**src/rtl/ysyx_22051013_axi_ifu_rd_slave_pkg.sv**
```systemverilog
// rtl/ysyx_22051013_axi_ifu_rd_slave_pkg.sv - shared AXI response codes for the IFU read slave
package ysyx_22051013_axi_ifu_rd_slave_pkg;

    typedef logic [1:0] resp_t;

    localparam resp_t RESP_OKAY   = 2'b00;
    localparam resp_t RESP_SLVERR = 2'b10;
    localparam resp_t RESP_DECERR = 2'b11;

endpackage

```
**src/rtl/ysyx_22051013_axi_ifu_rd_slave.sv**
```systemverilog
// rtl/ysyx_22051013_axi_ifu_rd_slave.sv - single-outstanding AXI read slave in front of the instruction SRAM
module ysyx_22051013_axi_ifu_rd_slave
    import ysyx_22051013_axi_ifu_rd_slave_pkg::*;
#(
    parameter int                  ADDR_W   = 64,
    parameter int                  DATA_W   = 64,
    parameter int                  LATENCY  = 2,
    parameter logic [ADDR_W-1:0]   MEM_BASE = 64'h8000_0000,
    parameter logic [ADDR_W-1:0]   MEM_SIZE = 64'h0800_0000
) (
    input  logic                clk,
    input  logic                rst,
    input  logic [ADDR_W-1:0]   ar_addr,
    input  logic                ar_valid,
    output logic                ar_ready,
    output logic [DATA_W-1:0]   r_data,
    output logic [1:0]          r_resp,
    output logic                r_valid,
    input  logic                r_ready,
    output logic                mem_en,
    output logic [ADDR_W-1:0]   mem_addr,
    input  logic [DATA_W-1:0]   mem_rdata
);

    localparam logic [1:0] S_IDLE   = 2'd0;
    localparam logic [1:0] S_ACCESS = 2'd1;
    localparam logic [1:0] S_RESP   = 2'd2;

    localparam int CNT_W = $clog2(LATENCY) + 1;
    localparam logic [CNT_W-1:0] CNT_LAST = CNT_W'(LATENCY - 1);

    // Window bounds widened by one bit so BASE+SIZE cannot wrap at the top of the address space.
    localparam logic [ADDR_W:0] WIN_LO = {1'b0, MEM_BASE};
    localparam logic [ADDR_W:0] WIN_HI = {1'b0, MEM_BASE} + {1'b0, MEM_SIZE};

    logic [1:0]         r_state;
    logic [1:0]         w_state_nxt;
    logic [CNT_W-1:0]   r_cnt;
    logic [ADDR_W-1:0]  r_addr;
    logic               r_ar_ready;

    logic               w_hs_ar;
    logic               w_hs_r;
    logic               w_last;
    logic [ADDR_W:0]    w_addr_ext;
    resp_t              w_resp;

    assign w_hs_ar    = ar_valid & r_ar_ready;
    assign w_hs_r     = r_valid & r_ready;
    assign w_last     = (r_cnt == CNT_LAST);
    assign w_addr_ext = {1'b0, ar_addr};
    assign ar_ready   = r_ar_ready;
    assign mem_addr   = r_addr & ~ADDR_W'(7);

    // Address decode: out-of-window beats misalignment.
    always_comb begin
        w_resp = RESP_OKAY;
        if ((w_addr_ext < WIN_LO) || (w_addr_ext >= WIN_HI)) begin
            w_resp = RESP_DECERR;
        end else if (ar_addr[1:0] != 2'b00) begin
            w_resp = RESP_SLVERR;
        end
    end

    // State register.
    always_ff @(posedge clk or negedge rst) begin
        if (!rst) begin
            r_state <= S_IDLE;
        end else begin
            r_state <= w_state_nxt;
        end
    end

    // Next-state logic: errors skip ACCESS, OK reads spend LATENCY cycles there.
    always_comb begin
        w_state_nxt = r_state;
        case (r_state)
            S_IDLE: begin
                if (w_hs_ar) begin
                    w_state_nxt = (w_resp == RESP_OKAY) ? S_ACCESS : S_RESP;
                end
            end
            S_ACCESS: begin
                if (w_last) begin
                    w_state_nxt = S_RESP;
                end
            end
            S_RESP: begin
                if (w_hs_r) begin
                    w_state_nxt = S_IDLE;
                end
            end
            default: w_state_nxt = S_IDLE;
        endcase
    end

    // SRAM strobe only in the first ACCESS cycle.
    always_comb begin
        mem_en = (r_state == S_ACCESS) && (r_cnt == '0);
    end

    // Registered outputs: ar_ready tracks the upcoming state so it stays low through reset release.
    always_ff @(posedge clk or negedge rst) begin
        if (!rst) begin
            r_ar_ready <= 1'b0;
            r_addr     <= '0;
            r_cnt      <= '0;
            r_data     <= '0;
            r_resp     <= RESP_OKAY;
            r_valid    <= 1'b0;
        end else begin
            r_ar_ready <= (w_state_nxt == S_IDLE);
            case (r_state)
                S_IDLE: begin
                    if (w_hs_ar) begin
                        r_addr <= ar_addr;
                        r_cnt  <= '0;
                        if (w_resp != RESP_OKAY) begin
                            r_data  <= '0;
                            r_resp  <= w_resp;
                            r_valid <= 1'b1;
                        end
                    end
                end
                S_ACCESS: begin
                    if (w_last) begin
                        r_data  <= mem_rdata;
                        r_resp  <= RESP_OKAY;
                        r_valid <= 1'b1;
                    end else begin
                        r_cnt <= r_cnt + 1'b1;
                    end
                end
                S_RESP: begin
                    if (w_hs_r) begin
                        r_valid <= 1'b0;
                    end
                end
                default: ;
            endcase
        end
    end

endmodule
```
**config.mk**
```make
export PLATFORM = sky130hd
export DESIGN_NAME = ysyx_22051013_axi_ifu_rd_slave
export DESIGN_NICKNAME = d
export VERILOG_FILES = /design/src/rtl/ysyx_22051013_axi_ifu_rd_slave_pkg.sv /design/src/rtl/ysyx_22051013_axi_ifu_rd_slave.sv
export SDC_FILE = /design/constraint.sdc
export NUM_CORES = 1
export LEC_CHECK = 0
export ABC_AREA = 1
export CAP_MARGIN = 0
export CORE_MARGIN = 2
export CORE_UTILIZATION = 37
export DETAILED_ROUTE_END_ITERATION = 8
export PLACE_DENSITY = 0.74
export REMOVE_ABC_BUFFERS = 1
export SYNTH_ARGS = -nofsm -noshare
export SYNTH_HDL_FRONTEND = slang
export SYNTH_SLANG_ARGS = --single-unit
```
**constraint.sdc**
```tcl
create_clock -name clk -period 2.1 [get_ports clk]
set_clock_uncertainty 0.2 [all_clocks]
set_input_delay 0.42 -clock clk [delete_from_list [all_inputs] [get_ports clk]]
set_output_delay 0.42 -clock clk [all_outputs]
set_load 0.02 [all_outputs]
```
=== Word level (Yosys, flattened, before mapping) ===
Cells that the tools add are included.

* Add/sub/neg operators: 1
* Magnitude comparators: 2
* Equal/unequal tests: 8
* Muxes and demuxes: 23
* Bitwise logic cells: 2
* Reduce and logical (&&, ||, !) cells: 14

{| class="wikitable"
|+ Operators with widths
! cell !! number
|-
| 2-to-1 mux 64 bit || 3
|-
| case mux 64 bit (2 select lines) || 1
|-
| >= comparator 64 x 32 -> 1 bit, second input constant || 1
|-
| < comparator 64 x 32 -> 1 bit, second input constant || 1
|-
| 2-to-1 mux 2 bit || 11
|-
| != test 2 bit, second input constant || 5
|-
| zero test 2 bit || 4
|-
| case mux 2 bit (2 select lines) || 2
|-
| case mux 2 bit (3 select lines) || 1
|-
| nonzero test 2 bit || 3
|-
| AND reduction 5 bit || 1
|-
| == test 2 x 1 -> 1 bit, second input constant || 2
|-
| 2-to-1 mux 1 bit || 4
|-
| AND reduction 4 bit || 1
|-
| case mux 1 bit (3 select lines) || 1
|-
| AND reduction 3 bit || 1
|-
| nonzero test 3 bit || 1
|-
| adder 2 x 1 -> 2 bit, second input constant || 1
|-
| AND 1 bit || 2
|-
| == test 2 bit, second input constant || 1
|-
| AND reduction 2 bit || 1
|-
| logical AND 1 bit || 1
|-
| logical OR 1 bit || 1
|}

* Register bits: 136
* Output and inout port bits: 133
* Word-level logic and storage cells: 57

=== Depth between registers and ports, before layout ===
* Depth after elaboration: 8
* Mapped depth: 12

=== Worst setup path after synthesis ===
OpenSTA, ideal clock, no wires.

* Kind: reg2out
* Start: register r_state[0]
* End: output mem_en
* Arrival time: 1.370 ns
* Slack: 0.110 ns
* Stages on the path, launching flop included: 7
* Path buffers: 2
* Path through: dfrtp_1 -> inv_1 -> nor2_1 -> inv_1 -> buf_2 -> clkbuf_1 -> nor2_1

* Cells in the longest elaborated chain, start to end: 2

{| class="wikitable"
|+ Ends and longest elaborated chain
! element !! line !! RTL
|-
| start: declaration || ysyx_22051013_axi_ifu_rd_slave.sv:36 || <nowiki>logic [1:0] r_state;</nowiki>
|-
| start signal: assignment || ysyx_22051013_axi_ifu_rd_slave.sv:70 || <nowiki>r_state <= w_state_nxt;</nowiki>
|-
| == test 2 x 1 -> 1 bit || ysyx_22051013_axi_ifu_rd_slave.sv:99 || <nowiki>mem_en = (r_state == S_ACCESS) && (r_cnt == '0);</nowiki>
|-
| logical AND 1 bit || ysyx_22051013_axi_ifu_rd_slave.sv:99 ||
|-
| end: declaration || ysyx_22051013_axi_ifu_rd_slave.sv:20 || <nowiki>output logic mem_en,</nowiki>
|}

No other way between the ends.

=== Final worst setup path ===
* Start: register r_valid
* End: output r_valid

{| class="wikitable"
|+ RTL lines
! element !! line !! RTL
|-
| start: declaration || ysyx_22051013_axi_ifu_rd_slave.sv:18 || <nowiki>output logic r_valid,</nowiki>
|-
| start signal: assignment || ysyx_22051013_axi_ifu_rd_slave.sv:110 || <nowiki>r_valid <= 1'b0;</nowiki>
|-
| start signal: assignment || ysyx_22051013_axi_ifu_rd_slave.sv:121 || <nowiki>r_valid <= 1'b1;</nowiki>
|-
| start signal: assignment || ysyx_22051013_axi_ifu_rd_slave.sv:129 || <nowiki>r_valid <= 1'b1;</nowiki>
|}

No word-level cell between the ends.

==> results.yml <==
outcome:
  status: "finished clean"
detailed_routing:
  drt_iter0_drc: 308
  vias: 5605
  first_pass_iters: 6
  wl_per_cell_microns: 13.6
  drt-total-wl_microns: 17300
  viasPerCell: 4.43
  drc: 0
  drtAntennaViolNets: 0
final_layout:
  nets: 1171
  drive_gt1_frac: 0.0791
  num_antenna_cells: 0
  area_delta_synth_final_pct: 63.1
  postLayoutCellArea_sq_um: 9600
  n_fill_cell: 1373
  layoutNonFillerInstCount: 1265
  post-route-util: 0.611
critical_path:
  worstPathRequired_ns: 1.48
  worst-path-buf-inv: 1
  crit_path_max_fanout: 3
  worstSetupPathType: "flip-flop to output port"
  cpPeakStageDelay_ns: 0.64
  setup.worst_path.end_class: "output port"
  arrival_ns: 1.42
  critPathTopFamily: "buffers and inverters"
  cp_slowest_cell: "clkdlybuf4s50_1"
  worst_setup_path_start_kind: "flip-flop"
  path_cells: "clkdlybuf4s50_1"
yosys:
  synth_area_sq_um: 5880
  ys_warn_count: 0
  yosys-top-cells-count: "313 x nand2_1, 133 x dfrtp_1, 89 x nor2_1"
  ys.flop_type: "dfrtp_1"
  synthTopCellsByArea: "dfrtp_1 57%, nand2_1 20%, nand3_1 5.9%, nor2_1 5.7%, inv_1 5.2%"
  synthMostInstantiatedCell: "nand2_1"
  async_flop_share: 1.00
  yosysTopAreaCell: "dfrtp_1"
  synth_top_area_share: 0.566
  seq_area_frac_synth: 0.566
  synth_edf_count: 0
  synthCells: 756
  ys_ff_latch: 133
  synthDistinctLibCells: 19
  syn_area_per_cell_sq_um: 7.78
clock_network:
  cts.htree.levels: 4
  clockRootBuffer: "clkbuf_16"
  cts_buffers: 17
  cts_num_sinks: 133
  cts_max_path_buffers: 2
  cts.reportedPaths.clkPinSlew_ns: 0.05
  clk_latency_ns: 0.41
  cts_tree: "built"
placed_design:
  dp_slack_ns: -0.358
  dp_hpwl_microns: 12100
  dp_cells: 1230
  gp_congestion: 0.813
  io_buffers: 260
  place_area_sq_um: 8920
floorplanning:
  rows: 46
  start_util: 0.374
  core-area_sq_um: 15700
  die_w_microns: 130
  die_height_microns: 130
  die-area_sq_um: 16900
  io_pins: 265
sta:
  fin_crit_sh: 0.973
  maxSlewViolCount: 0
  hold_viol: 0
  setup_ws_ns: 0.0575
  tightest_slew_ns: 0.692
  fmax_ghz: 0.490
  period_needed_ns: 2.04
  slew_headroom: 0.539
  setup_viol: 0
power_and_ir_drop:
  leakage_nw: 4.96
  irDropWorstVdd_mv: 0.637
  power.total_mw: 11.1
  powerDensity_nw_per_um2: 1160
worst_hold_path:
  hold_path_class: "flip-flop to flip-flop"
global_route:
  grt_usage: 0.204
  grt_pass1_vias: 5346
  antenna_found_initial: 0
  grt_overflow: 0
  grt_max_degree: 67
  grt_pass1_wl_microns: 26700
run:
  drv_cap: 0
report_power, final:
part / total, mW / switching, mW / internal [mW]
clock network: 3.04 / 1.11 / 1.93
registers: 3.70 / 0.395 / 3.31
logic: 4.36 / 2.34 / 2.02
total: 11.1 / 3.84 / 7.26
through the flow:
stage	hold WS (ns)	setup TNS, ns
after floorplan	-0.0756	-148.10
after global placement	0.178	-19.18
after detailed placement	0.181	-21.19
after CTS	0.272	0
after global routing	0.280	-0.00696
final	0.266	0
state kept, by name (all words and copies together) (netlist names):
| name | flops |
|---|---|
| r_addr | 61 |
| r_data | 64 |
| r_resp | 2 |
| r_valid | 1 |
| r_cnt | 2 |
| ar_ready | 1 |
| r_state | 2 |
repair_timing:
item,in CTS,in global routing
buffers inserted,0,2
pin swaps,0,1
endpoints found under the hold margin,39,0
gates cloned,0,1
resized for setup,5,2
hold buffers,1,0
setup endpoints to repair,1,3
layer usage:
layer | track usage | up-vias | share of wire
li1 | - | 2823 | -
met1 | 0.241 | 2548 | 0.40
met2 | 0.335 | 199 | 0.49
met3 | 0.0718 | 35 | 0.079
met4 | 0.0898 | 0 | 0.031
met5 | 0 | - | 0
cell type report:
class                           instances  area (sq um)  share of cell area
Tap cell                              216           270              0.0282
Clock inverter                         11           153              0.0159
Timing Repair Buffer                  303          3040               0.317
Clock buffer                           20           457              0.0476
Inverter                               83           312              0.0325
Sequential cell                       133          3330               0.347
Multi-Input combinational cell        499          2030               0.212
layout by cell type, fill, tap and decap left out, drive strengths merged:
cell type and n:
bufinv 3, ha 2, o21ai 14, inv 83, dfrtp 133, clkinvlp 3, a21oi 2, nor3 1
conb 3, buf 43, clkbuf 21, dlygate4sd3 1, nand4 3, nand2 315, clkdlybuf4s50 258, nand3 69
nor2 90, clkinv 5
path summary, 6_finish.rpt:
kind,start,end,slack [ns],depth (start not counted)
hold / removal,r_addr[32],r_addr[32],0.27,2
min in group asynchronous,rst,r_addr[63],0.30,2
max in group asynchronous,rst,r_data[56],0.83,3
hold reg to reg,r_addr[32],r_addr[32],0.27,2
setup reg to reg,r_state[0],ar_ready,0.25,8
setup / recovery,r_valid,r_valid,0.06,1
kinds of logic after synthesis:
kind of cell	Yosys count	synth area share
flops	133	0.566
other cells	1	0.000638
fa+ha+maj	2	0.00425
compound gates	16	0.0136
buf+inv	126	0.0913
simple gates	478	0.324
Power figures use the tool's default switching activity.
